$ cat src/rtl/ofdm_frame_rx_pkg.sv
// Shared constants, FCH field layout and state encodings for the OFDM RX frame controller.
package ofdm_frame_rx_pkg;

    // Symbol geometry: cyclic prefix followed by one FFT block
    localparam int CP_LEN  = 8;
    localparam int FFT_LEN = 256;
    localparam int SYM_LEN = CP_LEN + FFT_LEN;

    // FCH symbol modulation
    localparam logic [1:0] BPSK_MOD = 2'd0;

    // FCH byte 0: reserved bit that must be zero
    localparam int FCH_B0_RSVD_BIT    = 6;
    // FCH byte 1: frame size low nibble and coding indicator
    localparam int FCH_B1_SIZE_LO_MSB = 7;
    localparam int FCH_B1_SIZE_LO_LSB = 4;
    localparam int FCH_B1_CODING_MSB  = 3;
    localparam int FCH_B1_CODING_LSB  = 1;
    // FCH byte 2: reserved high nibble, frame size high nibble
    localparam int FCH_B2_RSVD_MSB    = 7;
    localparam int FCH_B2_RSVD_LSB    = 4;
    localparam int FCH_B2_SIZE_HI_MSB = 3;
    localparam int FCH_B2_SIZE_HI_LSB = 0;

    // o_state_rx encodings
    typedef enum logic [1:0] {
        ST_IDLE = 2'd0,
        ST_FCH  = 2'd1,
        ST_DATA = 2'd2
    } rx_state_t;

    // Flags a field violation in FCH byte 'idx'
    function automatic logic fch_byte_bad(input logic [1:0] idx, input logic [7:0] b);
        logic bad;
        bad = 1'b0;
        case (idx)
            2'd0:    bad = b[FCH_B0_RSVD_BIT];
            2'd1:    bad = |b[FCH_B1_CODING_MSB:FCH_B1_CODING_LSB];
            2'd2:    bad = |b[FCH_B2_RSVD_MSB:FCH_B2_RSVD_LSB];
            default: bad = 1'b0;
        endcase
        return bad;
    endfunction

endpackage

$ cat src/rtl/ofdm_remove_cp.sv
// Sample counter, cyclic-prefix strip, symbol start/last flags and per-symbol FFT drop decision.
module ofdm_remove_cp
    import ofdm_frame_rx_pkg::*;
#(
    parameter int DATA_SIZE    = 16,
    parameter int SYMBOLS_SIZE = FFT_LEN,
    parameter int CP_LENGHT    = CP_LEN
) (
    input  logic                 clk,
    input  logic                 reset,
    input  logic                 in_valid,
    input  logic [DATA_SIZE-1:0] in_data_i,
    input  logic [DATA_SIZE-1:0] in_data_q,
    input  logic                 enable,
    input  logic                 flush,
    input  logic                 fft_ready,
    input  logic                 symbol_is_fch,
    output logic                 out_valid,
    output logic [DATA_SIZE-1:0] out_data_i,
    output logic [DATA_SIZE-1:0] out_data_q,
    output logic                 out_symbol_start,
    output logic                 out_symbol_last,
    output logic                 out_symbol_is_fch,
    output logic                 rx_overflow,
    output logic                 symbol_done
);
    localparam int SYM_TOTAL = CP_LENGHT + SYMBOLS_SIZE;
    localparam int CNT_W     = $clog2(SYM_TOTAL);
    localparam logic [CNT_W-1:0] FIRST_IDX = CNT_W'(CP_LENGHT);
    localparam logic [CNT_W-1:0] LAST_IDX  = CNT_W'(SYM_TOTAL - 1);

    logic [CNT_W-1:0] sample_cnt;
    logic             drop;
    logic             accept;
    logic             at_first;
    logic             drop_now;
    logic             forward;

    // The drop decision is taken on the first useful sample and then held for the symbol
    assign accept      = in_valid & enable;
    assign at_first    = (sample_cnt == FIRST_IDX);
    assign drop_now    = at_first ? ~fft_ready : drop;
    assign forward     = accept & (sample_cnt >= FIRST_IDX) & ~drop_now & ~flush;
    assign symbol_done = accept & (sample_cnt == LAST_IDX);

    // Sample position within the symbol and the sticky drop flag
    always_ff @(posedge clk or posedge reset) begin
        if (reset) begin
            sample_cnt <= '0;
            drop       <= 1'b0;
        end else if (flush) begin
            sample_cnt <= '0;
            drop       <= 1'b0;
        end else if (accept) begin
            sample_cnt <= symbol_done ? '0 : sample_cnt + CNT_W'(1);
            if (at_first) begin
                drop <= ~fft_ready;
            end
        end
    end

    // One-cycle forwarding register with symbol flags and the overflow pulse
    always_ff @(posedge clk or posedge reset) begin
        if (reset) begin
            out_valid         <= 1'b0;
            out_data_i        <= '0;
            out_data_q        <= '0;
            out_symbol_start  <= 1'b0;
            out_symbol_last   <= 1'b0;
            out_symbol_is_fch <= 1'b0;
            rx_overflow       <= 1'b0;
        end else begin
            out_valid         <= forward;
            out_symbol_start  <= forward & at_first;
            out_symbol_last   <= forward & (sample_cnt == LAST_IDX);
            out_symbol_is_fch <= forward & symbol_is_fch;
            rx_overflow       <= accept & at_first & ~fft_ready & ~flush;
            if (forward) begin
                out_data_i <= in_data_i;
                out_data_q <= in_data_q;
            end
        end
    end

endmodule

$ cat src/rtl/ofdm_frame_rx.sv
// OFDM RX frame controller: frame FSM, FCH decoder and completed-symbol counter around the CP stripper.
module ofdm_frame_rx
    import ofdm_frame_rx_pkg::*;
#(
    parameter int DATA_SIZE    = 16,
    parameter int SYMBOLS_SIZE = FFT_LEN,
    parameter int CP_LENGHT    = CP_LEN,
    parameter int FCH_TIMEOUT  = 2
) (
    input  logic                 clk,
    input  logic                 reset,
    input  logic                 in_valid,
    input  logic [DATA_SIZE-1:0] in_data_i,
    input  logic [DATA_SIZE-1:0] in_data_q,
    input  logic                 sync_detect,
    input  logic                 fft_ready,
    input  logic                 fch_valid,
    input  logic [7:0]           fch_data,
    output logic                 out_valid,
    output logic [DATA_SIZE-1:0] out_data_i,
    output logic [DATA_SIZE-1:0] out_data_q,
    output logic                 out_symbol_start,
    output logic                 out_symbol_last,
    output logic                 out_symbol_is_fch,
    output logic [7:0]           frame_size,
    output logic                 frame_size_valid,
    output logic                 done_receive,
    output logic                 fch_error,
    output logic                 rx_overflow,
    output logic [1:0]           o_state_rx
);
    rx_state_t  state, state_next;
    logic [8:0] sym_cnt;
    logic [1:0] byte_idx;
    logic       fch_bad_acc;
    logic [3:0] size_lo;

    logic start_frame;
    logic symbol_done;
    logic fch_take;
    logic fch_last;
    logic fch_bad_now;
    logic timeout;
    logic abort;
    logic frame_end;

    // Completion checks use the registered frame_size_valid, so a decode in the
    // same cycle as a completion only takes effect at the following completion.
    assign start_frame = (state == ST_IDLE) & in_valid & sync_detect;
    assign fch_take    = (state != ST_IDLE) & fch_valid & ~frame_size_valid;
    assign fch_last    = fch_take & (byte_idx == 2'd2);
    assign fch_bad_now = fch_bad_acc | fch_byte_bad(byte_idx, fch_data);
    assign timeout     = symbol_done & ~frame_size_valid & (sym_cnt == 9'(FCH_TIMEOUT));
    assign abort       = (fch_last & fch_bad_now) | timeout;
    assign frame_end   = symbol_done & frame_size_valid & (sym_cnt >= {1'b0, frame_size});
    assign o_state_rx  = state;

    ofdm_remove_cp #(
        .DATA_SIZE    (DATA_SIZE),
        .SYMBOLS_SIZE (SYMBOLS_SIZE),
        .CP_LENGHT    (CP_LENGHT)
    ) u_remove_cp (
        .clk               (clk),
        .reset             (reset),
        .in_valid          (in_valid),
        .in_data_i         (in_data_i),
        .in_data_q         (in_data_q),
        .enable            ((state != ST_IDLE) | sync_detect),
        .flush             (abort),
        .fft_ready         (fft_ready),
        .symbol_is_fch     (sym_cnt == 9'd0),
        .out_valid         (out_valid),
        .out_data_i        (out_data_i),
        .out_data_q        (out_data_q),
        .out_symbol_start  (out_symbol_start),
        .out_symbol_last   (out_symbol_last),
        .out_symbol_is_fch (out_symbol_is_fch),
        .rx_overflow       (rx_overflow),
        .symbol_done       (symbol_done)
    );

    // State register
    always_ff @(posedge clk or posedge reset) begin
        if (reset) begin
            state <= ST_IDLE;
        end else begin
            state <= state_next;
        end
    end

    // Next-state logic: abort and end of frame both return to IDLE
    always_comb begin
        state_next = state;
        case (state)
            ST_IDLE: if (start_frame) state_next = ST_FCH;
            ST_FCH: begin
                if (abort | frame_end) state_next = ST_IDLE;
                else if (symbol_done)  state_next = ST_DATA;
            end
            ST_DATA: if (abort | frame_end) state_next = ST_IDLE;
            default: state_next = ST_IDLE;
        endcase
    end

    // Completed-symbol counter and end-of-frame / error pulses
    always_ff @(posedge clk or posedge reset) begin
        if (reset) begin
            sym_cnt      <= '0;
            done_receive <= 1'b0;
            fch_error    <= 1'b0;
        end else begin
            done_receive <= frame_end;
            fch_error    <= abort;
            if (start_frame | abort | frame_end) begin
                sym_cnt <= '0;
            end else if (symbol_done) begin
                sym_cnt <= sym_cnt + 9'd1;
            end
        end
    end

    // FCH byte decoder; the decoded size persists until the next frame starts
    always_ff @(posedge clk or posedge reset) begin
        if (reset) begin
            byte_idx         <= '0;
            fch_bad_acc      <= 1'b0;
            size_lo          <= '0;
            frame_size       <= '0;
            frame_size_valid <= 1'b0;
        end else if (start_frame) begin
            byte_idx         <= '0;
            fch_bad_acc      <= 1'b0;
            size_lo          <= '0;
            frame_size       <= '0;
            frame_size_valid <= 1'b0;
        end else if (abort) begin
            byte_idx    <= '0;
            fch_bad_acc <= 1'b0;
        end else if (fch_take) begin
            byte_idx    <= byte_idx + 2'd1;
            fch_bad_acc <= fch_bad_now;
            if (byte_idx == 2'd1) begin
                size_lo <= fch_data[FCH_B1_SIZE_LO_MSB:FCH_B1_SIZE_LO_LSB];
            end
            if (fch_last) begin
                frame_size       <= {fch_data[FCH_B2_SIZE_HI_MSB:FCH_B2_SIZE_HI_LSB], size_lo};
                frame_size_valid <= 1'b1;
            end
        end
    end

endmodule
$ cat config.mk
export PLATFORM = sky130hd
export DESIGN_NAME = ofdm_frame_rx
export DESIGN_NICKNAME = d
export VERILOG_FILES = /design/src/rtl/ofdm_frame_rx_pkg.sv /design/src/rtl/ofdm_remove_cp.sv /design/src/rtl/ofdm_frame_rx.sv
export SDC_FILE = /design/constraint.sdc
export NUM_CORES = 1
export LEC_CHECK = 0
export CAP_MARGIN = 20
export CORE_MARGIN = 2
export CORE_UTILIZATION = 44
export CTS_BUF_LIST = sky130_fd_sc_hd__clkbuf_4 sky130_fd_sc_hd__clkbuf_8 sky130_fd_sc_hd__clkbuf_16
export DETAILED_ROUTE_END_ITERATION = 16
export PLACE_DENSITY = 0.75
export SKIP_LAST_GASP = 1
export SLEW_MARGIN = 20
export SYNTH_ARGS = -nofsm -noshare
export SYNTH_HDL_FRONTEND = slang
export SYNTH_SLANG_ARGS = --single-unit
$ cat constraint.sdc
create_clock -name clk -period 2.65 [get_ports clk]
set_clock_uncertainty 0.1 [all_clocks]
set_input_delay 0.3975 -clock clk [delete_from_list [all_inputs] [get_ports clk]]
set_output_delay 0.3975 -clock clk [all_outputs]
set_load 0.01 [all_outputs]
==> impl_metrics.toml <==
[placement]
io_buffers = 95
gp_congestion = 0.880
placed_cell_area_um2 = 4860
dpl.hpwl_um = 5960
place_ws_ns = -0.307

[final_layout]
num-nets-final = 514
register_area_um2 = 1900
drive_gt1_share_pct = 19.5
multi_input_area_um2 = 1690
n_antenna_cell = 0
final_area_um2 = 5300
final_common_cell = "clkdlybuf4s50_1"
area_delta_synth_final_pct = 43.6
layout_common_cells = "90 x clkdlybuf4s50_1, 74 x dfrtp_1, 41 x nand2_1"
nFillCells = 626

[worst_setup_path]
critPathRequiredTime_ns = 2.78
endpoint_kind = "flop"
critPathMaxStageDelay_ns = 0.43
path_class = "input pin to flop"
cp-start-kind = "input pin"
arrival_ns = 2.82
cp_max_fo = 8
cpMaxStageDelayCell = "clkdlybuf4s50_1"
path_cells = "clkdlybuf4s50_1, o31ai_2, a31oi_1, o211a_1, or2_4, nor3_4, clkbuf_16, buf_12, mux2_4"

[yosys]
yosysWarnings = 0
syn-cell-area_um2 = 3690
synth.distinct_cells = 43
synth_fp_nets = 389
ys_ff_latch = 76
syn_inst = 326
ys_seq_area_share_pct = 51.5
synth.avg_cell_area_um2 = 11.3

[global_routing]
grt_max_degree = 55
grt_pass1_vias = 2822
antenna_found_initial = 0
grt_usage_pct = 18.8
grt_pass1_wl_um = 13300
grt-ovfl-total = 0

[sta]
fin_tns_setup_ns = -0.304
finalSetupViolCount = 17
fmax_mhz = 373
maxSlewHeadroom_pct = 63.6
tightest_slew_ns = 0.541
period_needed_ns = 2.68
worst_slack_ns = -0.0308
finalHoldViolCount = 0
slew_viol_final = 0
fin_crit_sh_pct = 101
rsz0062_at_grt = "true"

[floorplanning]
io_pins = 96
rows = 33
dieWidth_um = 95.6
start_util_pct = 45.1
die_area_um2 = 9140
core_um2 = 8180
dieHeight_um = 95.6

[clocking]
path_clk_slew_ns = 0.08
ctsHtreeMaxLevel = 3
clock_sinks = 76
cts_buffer_depth = 2
cts_tree = "yes"
cts_made_buffers = 9
clk_latency_ns = 0.34
cts_root_buf = "clkbuf_8"

[detailed_routing]
drt_pass1_iterations = 4
totalWireLength_um = 8910
avgViaCountPerCell = 5.22
drt-initial-drc-count = 194
wl_per_cell_um = 15.9
via_count = 2930
drc = 0
ant_nets = 0

[job]
max_cap_violations = 0

[power]
ir_drop_mv = 0.465
p_leak_nw = 2.37
power_mw = 5.70
powerDensity_nw_per_um2 = 1080

[min_path]
hp-class = "input pin to flop"

[run_status]
status = "finished, violations left"
failed_checks = "negative setup slack"
synthesized netlist by cell type:
| master | n | area (µm²) |
|---|---|---|
| ha_1 | 17 | 213 |
| a31oi_1 | 4 | 25.0 |
| o41ai_1 | 1 | 8.76 |
| and2b_1 | 1 | 7.51 |
| o2111ai_1 | 1 | 8.76 |
| and3_1 | 5 | 31.3 |
| mux2_2 | 4 | 45.0 |
| nand2_1 | 41 | 154 |
| xnor2_1 | 4 | 35.0 |
| a21oi_1 | 11 | 55.1 |
| dfrtp_1 | 76 | 1900 |
| mux2i_1 | 1 | 10.0 |
| o211a_1 | 1 | 10.0 |
| or2_1 | 1 | 6.26 |
| nor2b_1 | 4 | 25.0 |
| nor4_1 | 6 | 37.5 |
| a31o_2 | 1 | 8.76 |
| or3_1 | 3 | 18.8 |
| a211oi_1 | 1 | 7.51 |
| nor2_1 | 22 | 82.6 |
| nand3_1 | 12 | 60.1 |
| nor3_1 | 5 | 25.0 |
| o21a_1 | 1 | 7.51 |
| nor3b_2 | 1 | 12.5 |
| o31a_1 | 1 | 8.76 |
| and2_1 | 1 | 6.26 |
| and4_1 | 2 | 17.5 |
| o31ai_1 | 3 | 22.5 |
| nand2b_1 | 5 | 31.3 |
| o22ai_1 | 1 | 6.26 |
| o21ai_0 | 18 | 90.1 |
| inv_1 | 15 | 56.3 |
| o41ai_2 | 1 | 16.3 |
| a21boi_0 | 1 | 7.51 |
| nand4b_1 | 1 | 8.76 |
| buf_6 | 5 | 56.3 |
| nor3_4 | 1 | 16.3 |
| nand4_1 | 6 | 37.5 |
| xor2_1 | 6 | 52.6 |
| mux2_4 | 28 | 420 |
| a211o_1 | 2 | 17.5 |
| a21o_1 | 1 | 7.51 |
| clkbuf_1 | 4 | 15.0 |
logic make-up (layout without fill, tap and decap cells):
logic type,after synthesis,after routing,synth area share [%]
and+or+nand+nor,117,117,15.7
DFF,76,76,51.5
AOI/OAI and AO/OA,49,49,8.34
muxes,33,33,12.9
buffers and inverters,24,154,3.46
adders and majority gates,17,17,5.76
xor gates and xnor gates,10,10,2.37
report_power, final:
| part | switching [mW] | internal [mW] | total [mW] |
|---|---|---|---|
| clock | 0.432 | 0.667 | 1.10 |
| sequential | 0.344 | 1.59 | 1.93 |
| combinational | 1.05 | 1.62 | 2.67 |
timing repair:
item                       CTS  global route
gates resized for setup      0            22
setup buffers                0             8
setup endpoints to repair    0             8
hold buffers                 0             0
flip-flops by register name, summed over array words and instances (netlist names), 2 cells and up:
register and cells:
u_remove_cp.out_data_q 16, size_lo 4, frame_size 8, u_remove_cp.out_data_i 16
sym_cnt 9, o_state_rx 2, byte_idx 2, u_remove_cp.sample_cnt 9
per-stage QoR:
step                instances  utilization (%)  hold slack [ns]
detailed placement        535             59.5            0.366
CTS                       551             62.6            0.302
global placement          535             59.5            0.364
global route              561             64.8            0.230
finish                    561             64.8            0.221
floorplan                 326                -            0.350
metal layers:
layer	track usage, %	up-vias	part of all wire (%)
met3	5.06	10	6.8
met5	0	-	0
met4	6.55	0	1.1
met1	25.1	1423	46
met2	29.5	102	47
li1	-	1395	-
final cells by class:
cell class	count	area share, %
Sequential cell	76	35.9
Tap cell	105	2.48
Inverter	15	1.06
Clock inverter	5	2.03
Multi-Input combinational cell	226	32.0
Clock buffer	11	2.74
Timing Repair Buffer	123	23.8
final timing paths:
kind,end,from,cells after the start,slack (ns)
min,size_lo[1],fch_data[5],3,0.22
min reg2reg,frame_size[1],size_lo[1],2,0.38
max reg2reg,u_remove_cp.out_data_q[13],byte_idx[1],10,0.02
max,u_remove_cp.out_data_q[13],fch_data[2],9,-0.03
min in group asynchronous,u_remove_cp.out_data_q[4],reset,2,0.30
max in group asynchronous,byte_idx[0],reset,3,1.49
critical path, delay by kind of cell:
family / cells / cell delay [ns]
buffers and inverters: 3 / 0.78
AOI/OAI and AO/OA: 3 / 0.73
and+or+nand+nor: 2 / 0.61
muxes: 1 / 0.30
No activity file was read; power rests on OpenSTA's default activity.
